`src/rtl/bit_serial_mac_param.sv`:
```
// Bit-serial signed MAC: weight shifted LSB-first at runtime precision, product added into a saturating/wrapping accumulator.
// Latency nbits+1 edges from accept to result strobe; in_ready only in IDLE/ACC, so operands are held by the source during RUN.
module bit_serial_mac_param #(
   parameter int A_W    = 8,
   parameter int W_W    = 8,
   parameter int ACC_W  = 24,
   parameter int SAT    = 1,
   parameter int PREC_W = $clog2(W_W) + 1
) (
   input  logic                   clk,
   input  logic                   rstn,
   input  logic                   in_valid,
   output logic                   in_ready,
   input  logic [A_W-1:0]         act,
   input  logic [W_W-1:0]         wgt,
   input  logic [PREC_W-1:0]      wbits,
   input  logic                   acc_clr,
   output logic [A_W+W_W-1:0]     product,
   output logic [ACC_W-1:0]       result,
   output logic                   out_valid,
   output logic                   ovf,
   output logic                   busy
);

   localparam int P_W = A_W + W_W;

   typedef enum logic [1:0] {IDLE, RUN, ACC} state_t;

   state_t              state, state_nxt;
   logic [A_W-1:0]      act_q;
   logic [W_W-1:0]      wgt_q;
   logic [PREC_W-1:0]   nbits_q;
   logic [PREC_W-1:0]   cnt;
   logic [PREC_W-1:0]   nbits_in;
   logic                accept;
   logic                last_bit;
   logic                wbit;
   logic [P_W-1:0]      act_ext;
   logic [P_W-1:0]      pp;
   logic [P_W-1:0]      prod_nxt;
   logic [ACC_W-1:0]    acc_base;
   logic [ACC_W:0]      sum;
   logic                sum_ovf;
   logic [ACC_W-1:0]    acc_nxt;

   assign in_ready = (state == IDLE) || (state == ACC);
   assign busy     = (state != IDLE);
   assign accept   = in_valid && in_ready;
   assign nbits_in = (wbits == '0 || wbits > PREC_W'(W_W)) ? PREC_W'(W_W) : wbits;

   always_ff @(posedge clk or negedge rstn) begin
      if (!rstn) state <= IDLE;
      else       state <= state_nxt;
   end

   always_comb begin
      state_nxt = state;
      case (state)
         IDLE:    if (accept) state_nxt = RUN;
         RUN:     if (last_bit) state_nxt = ACC;
         ACC:     state_nxt = accept ? RUN : IDLE;
         default: state_nxt = IDLE;
      endcase
   end

   // The sign bit of the truncated weight carries negative weight, so its partial product is subtracted.
   always_comb begin
      wbit     = |(wgt_q & (W_W'(1) << cnt));
      last_bit = (cnt == nbits_q - PREC_W'(1));
      act_ext  = {{W_W{act_q[A_W-1]}}, act_q};
      pp       = wbit ? (act_ext << cnt) : '0;
      prod_nxt = last_bit ? (product - pp) : (product + pp);
      acc_base = acc_clr ? '0 : result;
      sum      = {acc_base[ACC_W-1], acc_base} + {{(ACC_W+1-P_W){product[P_W-1]}}, product};
      sum_ovf  = sum[ACC_W] ^ sum[ACC_W-1];
      acc_nxt  = sum[ACC_W-1:0];
      if (sum_ovf && SAT != 0)
         acc_nxt = sum[ACC_W] ? {1'b1, {(ACC_W-1){1'b0}}} : {1'b0, {(ACC_W-1){1'b1}}};
   end

   always_ff @(posedge clk or negedge rstn) begin
      if (!rstn) begin
         act_q     <= '0;
         wgt_q     <= '0;
         nbits_q   <= '0;
         cnt       <= '0;
         product   <= '0;
         result    <= '0;
         out_valid <= 1'b0;
         ovf       <= 1'b0;
      end else begin
         out_valid <= (state == ACC);
         if (state == ACC) begin
            result <= acc_nxt;
            ovf    <= (ovf & ~acc_clr) | sum_ovf;
         end else if (acc_clr) begin
            result <= '0;
            ovf    <= 1'b0;
         end
         if (accept) begin
            act_q   <= act;
            wgt_q   <= wgt;
            nbits_q <= nbits_in;
            cnt     <= '0;
            product <= '0;
         end else if (state == RUN) begin
            product <= prod_nxt;
            cnt     <= cnt + PREC_W'(1);
         end
      end
   end

endmodule

```
`config.mk`:
```
export PLATFORM = sky130hd
export DESIGN_NAME = bit_serial_mac_param
export DESIGN_NICKNAME = d
export VERILOG_FILES = /design/src/rtl/bit_serial_mac_param.sv
export SDC_FILE = /design/constraint.sdc
export NUM_CORES = 1
export LEC_CHECK = 0
export BUFFER_PORTS_ARGS = -buffer_cell sky130_fd_sc_hd__buf_2
export CAP_MARGIN = 30
export CORE_MARGIN = 4
export CORE_UTILIZATION = 32
export DETAILED_ROUTE_END_ITERATION = 10
export PLACE_DENSITY_LB_ADDON = 0.25
export SLEW_MARGIN = 40
export SYNTH_ARGS = -nofsm -noshare
export SYNTH_HDL_FRONTEND = slang
export SYNTH_SLANG_ARGS = --single-unit
```
`constraint.sdc`:
```
create_clock -name clk -period 4.42 [get_ports clk]
set_clock_uncertainty 0.15 [all_clocks]
set_input_delay 0.884 -clock clk [delete_from_list [all_inputs] [get_ports clk]]
set_output_delay 0.884 -clock clk [all_outputs]
set_load 0.03 [all_outputs]
```
==> results list <==
- The run finished with clean final reports.
- STA puts the critical path data arrival time at 4.32 ns.
* Number of failing hold endpoints at the final stage: 0
- The H-tree generated during clock tree synthesis spans 3 levels.
* Cts bufs inserted: 9
- Summing all non-filler instances in the final layout gives an area of 0.00703 mm2.
- Counting every instance in the synthesized netlist gives 719.
* Largest net degree at the start of global routing: 45
- Adder and majority gate portion of the synthesized area: 0.108
- The final layout contains routed wiring with a total length of 15,300 um.
- The number of antenna violations at the first check in global routing was 0.
- Top FF cell, synth: sky130_fd_sc_hd__dfrtp_1
- The congestion estimate from routability-driven global placement came to 0.868.
* DRT antenna net count: 0
- The tightest hold path in the finished design has a slack of 0.339 ns.
* Cells traversed along the worst timing path: inv_4 > ha_4 > a222oi_1 > mux2_4 > a21o_1 > or4_4 > ha_4 > mux2_4 > fa_2 > nor2b_1 > o21ai_1 > a21boi_2 > o21ai_2 > a2111o_1 > nand3_2 > a31oi_1 > xor2_1 > o21ai_0
- The critical path is of the reg2reg type.
* Count of state elements after synthesis: 68
* CTS clk-pin slew, worst paths: 0.05 ns
- The die is 143 um tall.
* GRT Residual Overflow: 0
- Number of diodes added for antenna fixing: 0
- The synthesized netlist occupies a cell area of 0.00583 mm2.
- Dominant combinational cell family by area after synthesis: simple AND/OR/NAND/NOR gates
* Die extent in x: 143 um
- First-pass GRT wire length: 25,600 um
- Measured slew at the worst slew-check pin: 0.796 ns
- After synthesis, the share of cell area in mux cells is 0.0384.
* Shortest clock period the worst path allows after layout: 4.28 ns
* # fillers: 1,904
- The via count of the first global-routing pass came to 5,173.
* Via count: 5,258
- Parity-gate share of the synthesized area counting xor and xnor cells: 0.0692
- Based on the critical path, the design can be clocked at up to 234 MHz.
* Setup repair after global routing missed its margin: yes
- Of the synthesized area, sequential elements account for 0.292.
* DIE AREA: 0.0204 mm2
- Simple logic cell fraction of the synthesized area: 0.232
- Maxcap violations: 0
- Cell row count: 49
- The worst setup path is captured at a register.
- The number of nets handed over by synthesis was 792.
- Input and output buffers added on the ports amount to 67.
- After the last flow step, the layout net total stands at 879.
- After detailed routing, the number of vias per cell comes to 5.07.
- Mean post-synth cell area: 8.10 um2
- Counting every sink on the clock net gives 68.
- Worst-path fanout max: 5
- Yosys printed 0 warnings.
- Post-place instance area: 0.00656 mm2
- Class of the most critical hold timing path: reg2reg
- Most used cells in the layout excluding fill and tap cells: sky130_fd_sc_hd__nand2_1, sky130_fd_sc_hd__a21oi_1, sky130_fd_sc_hd__nor2_1, sky130_fd_sc_hd__dfrtp_1, sky130_fd_sc_hd__buf_2
* Period Utilization, post-route: 0.969
- Cts-stage hold buffer count: 0
* FFs w/ async S/R, synth: 1.00
* Clock latency on the worst-skew pair: 0.35 ns
- Of the cells placed in the final design, the portion with a size suffix greater than 1 is 0.213.
* Residual DRC: 0
- Initial core utilization: 0.324
* Crit path launch type: register
- Dividing the detail-routed wire length by the instance count gives 14.7 um.
- Signed area change from the synthesized netlist to the final layout: 20.7%
- Across every metal layer, demand over resource in global routing totals 0.155.
- In this run the tightest slew margin relative to its limit is 0.469.
- For the worst setup path, the data required time is 4.46 ns.
* DPL Wire Length: 11,600 um
- The floorplan step defined a core boundary enclosing 0.0180 mm2.
- The fraction of the mapped netlist area in compound gates is 0.224.
- Post-synth EDFFs: 0
- 68 I/O pins were placed.
- In this design, the stage delay of the slowest critical-path cell is 0.48 ns.
* Cell variety after synth: 70
- The clock passes through at most 2 buffers.
* Root buffer cell: sky130_fd_sc_hd__clkbuf_16
- Slowest cell on the critical path: sky130_fd_sc_hd__dfrtp_2
- The pre-antenna-repair detailed-routing pass consisted of 5 iterations.
- After the first detailed-routing iteration, the DRC count stood at 231.
* Cells taking the most area after synthesis: sky130_fd_sc_hd__dfrtp_1, sky130_fd_sc_hd__ha_1, sky130_fd_sc_hd__nand2_1, sky130_fd_sc_hd__a21oi_1, sky130_fd_sc_hd__xnor2_1
- The final number of max-transition violations came to 0.
- Of all cell types, the one taking the most synthesized area is sky130_fd_sc_hd__dfrtp_1.
* TritonCTS clock tree: done
- Share of Yosys cell area claimed by the top area cell type: 0.292
* Most common library cell in the layout ignoring fill and taps: sky130_fd_sc_hd__nand2_1
- Setup violations remaining at the end of the flow were counted as 0.
==> state kept, by name, summed over array words and instances, names as in the netlist <==
name       flops
state          2
wgt_q          8
out_valid      1
product       16
act_q          8
result        24
cnt            4
ovf            1
nbits_q        4
==> metrics by stage <==
step | utilization | setup WS (ns) | cells | TNS [ns]
after global routing | 0.392 | -0.0237 | 1038 | -0.0433
after detailed placement | 0.365 | -0.0156 | 1017 | -0.0187
after CTS | 0.381 | 0.0213 | 1032 | 0
after global placement | 0.365 | 0.0670 | 1017 | 0
after floorplan | - | -0.0227 | 719 | -0.0590
final | 0.392 | 0.138 | 1038 | 0
==> cells by family after synthesis <==
| kind of cell | after synthesis |
|---|---|
| fa+ha+maj | 49 |
| simple gates | 285 |
| compound gates | 203 |
| xor+xnor | 46 |
| buf+inv | 51 |
| mux | 17 |
| flops | 68 |
==> per-layer routing <==
metal,track usage,vias up,part of all wire
li1,-,2710,-
met1,0.199,2430,0.47
met2,0.265,103,0.48
met3,0.0281,15,0.038
met4,0.0455,0,0.017
met5,0,-,0
==> final timing paths <==
check | cells after the start | endpoint | slack (ns) | start
setup reg to reg | 18 | product[14] | 0.14 | cnt[1]
min in group asynchronous | 1 | result[21] | 0.39 | rstn
hold / removal | 2 | wgt_q[3] | 0.34 | wgt_q[3]
hold reg to reg | 2 | wgt_q[3] | 0.34 | wgt_q[3]
setup / recovery | 18 | product[14] | 0.14 | cnt[1]
max in group asynchronous | 2 | cnt[0] | 2.94 | rstn
==> synthesized netlist by cell type (11+ instances only) <==
master	instances
sky130_fd_sc_hd__nand2_1	117
sky130_fd_sc_hd__a21oi_1	69
sky130_fd_sc_hd__dfrtp_1	68
sky130_fd_sc_hd__nor2_1	67
sky130_fd_sc_hd__ha_1	47
sky130_fd_sc_hd__o21ai_0	45
sky130_fd_sc_hd__nor2b_1	32
sky130_fd_sc_hd__xnor2_1	31
sky130_fd_sc_hd__inv_1	22
sky130_fd_sc_hd__clkbuf_1	18
sky130_fd_sc_hd__a21o_1	16
sky130_fd_sc_hd__xor2_1	15
sky130_fd_sc_hd__nor3_1	14
sky130_fd_sc_hd__nand3_1	12
sky130_fd_sc_hd__nand2b_1	11
==> layout make-up <==
class / instances / area, um2 / area share
clock buffer: 12 / 246 / 0.0350
clock inverter: 2 / 12.5 / 0.00178
inverter: 24 / 95.1 / 0.0135
multi-input combinational: 600 / 4040 / 0.574
sequential: 68 / 1700 / 0.242
tap: 229 / 287 / 0.0407
timing repair buffer: 103 / 651 / 0.0925
==> what timing repair did <==
| action | CTS | global route |
|---|---|---|
| cloned | 0 | 1 |
| setup endpoints to repair | 2 | 6 |
| gates resized for setup | 4 | 35 |
| buffers inserted | 1 | 5 |
| pin swaps | 2 | 19 |
==> critical path, delay by kind of cell, from the launching register on <==
family / cells / cell delay (ns)
AOI/OAI and AO/OA: 8 / 1.32
xor gates and xnor gates: 1 / 0.15
adders and majority gates: 3 / 0.72
buffers and inverters: 1 / 0.11
DFF: 1 / 0.48
muxes: 2 / 0.56
and+or+nand+nor: 3 / 0.65
Power is not shown: default switching activity piles up to over one toggle a cycle in this logic, so the estimate is an artifact.
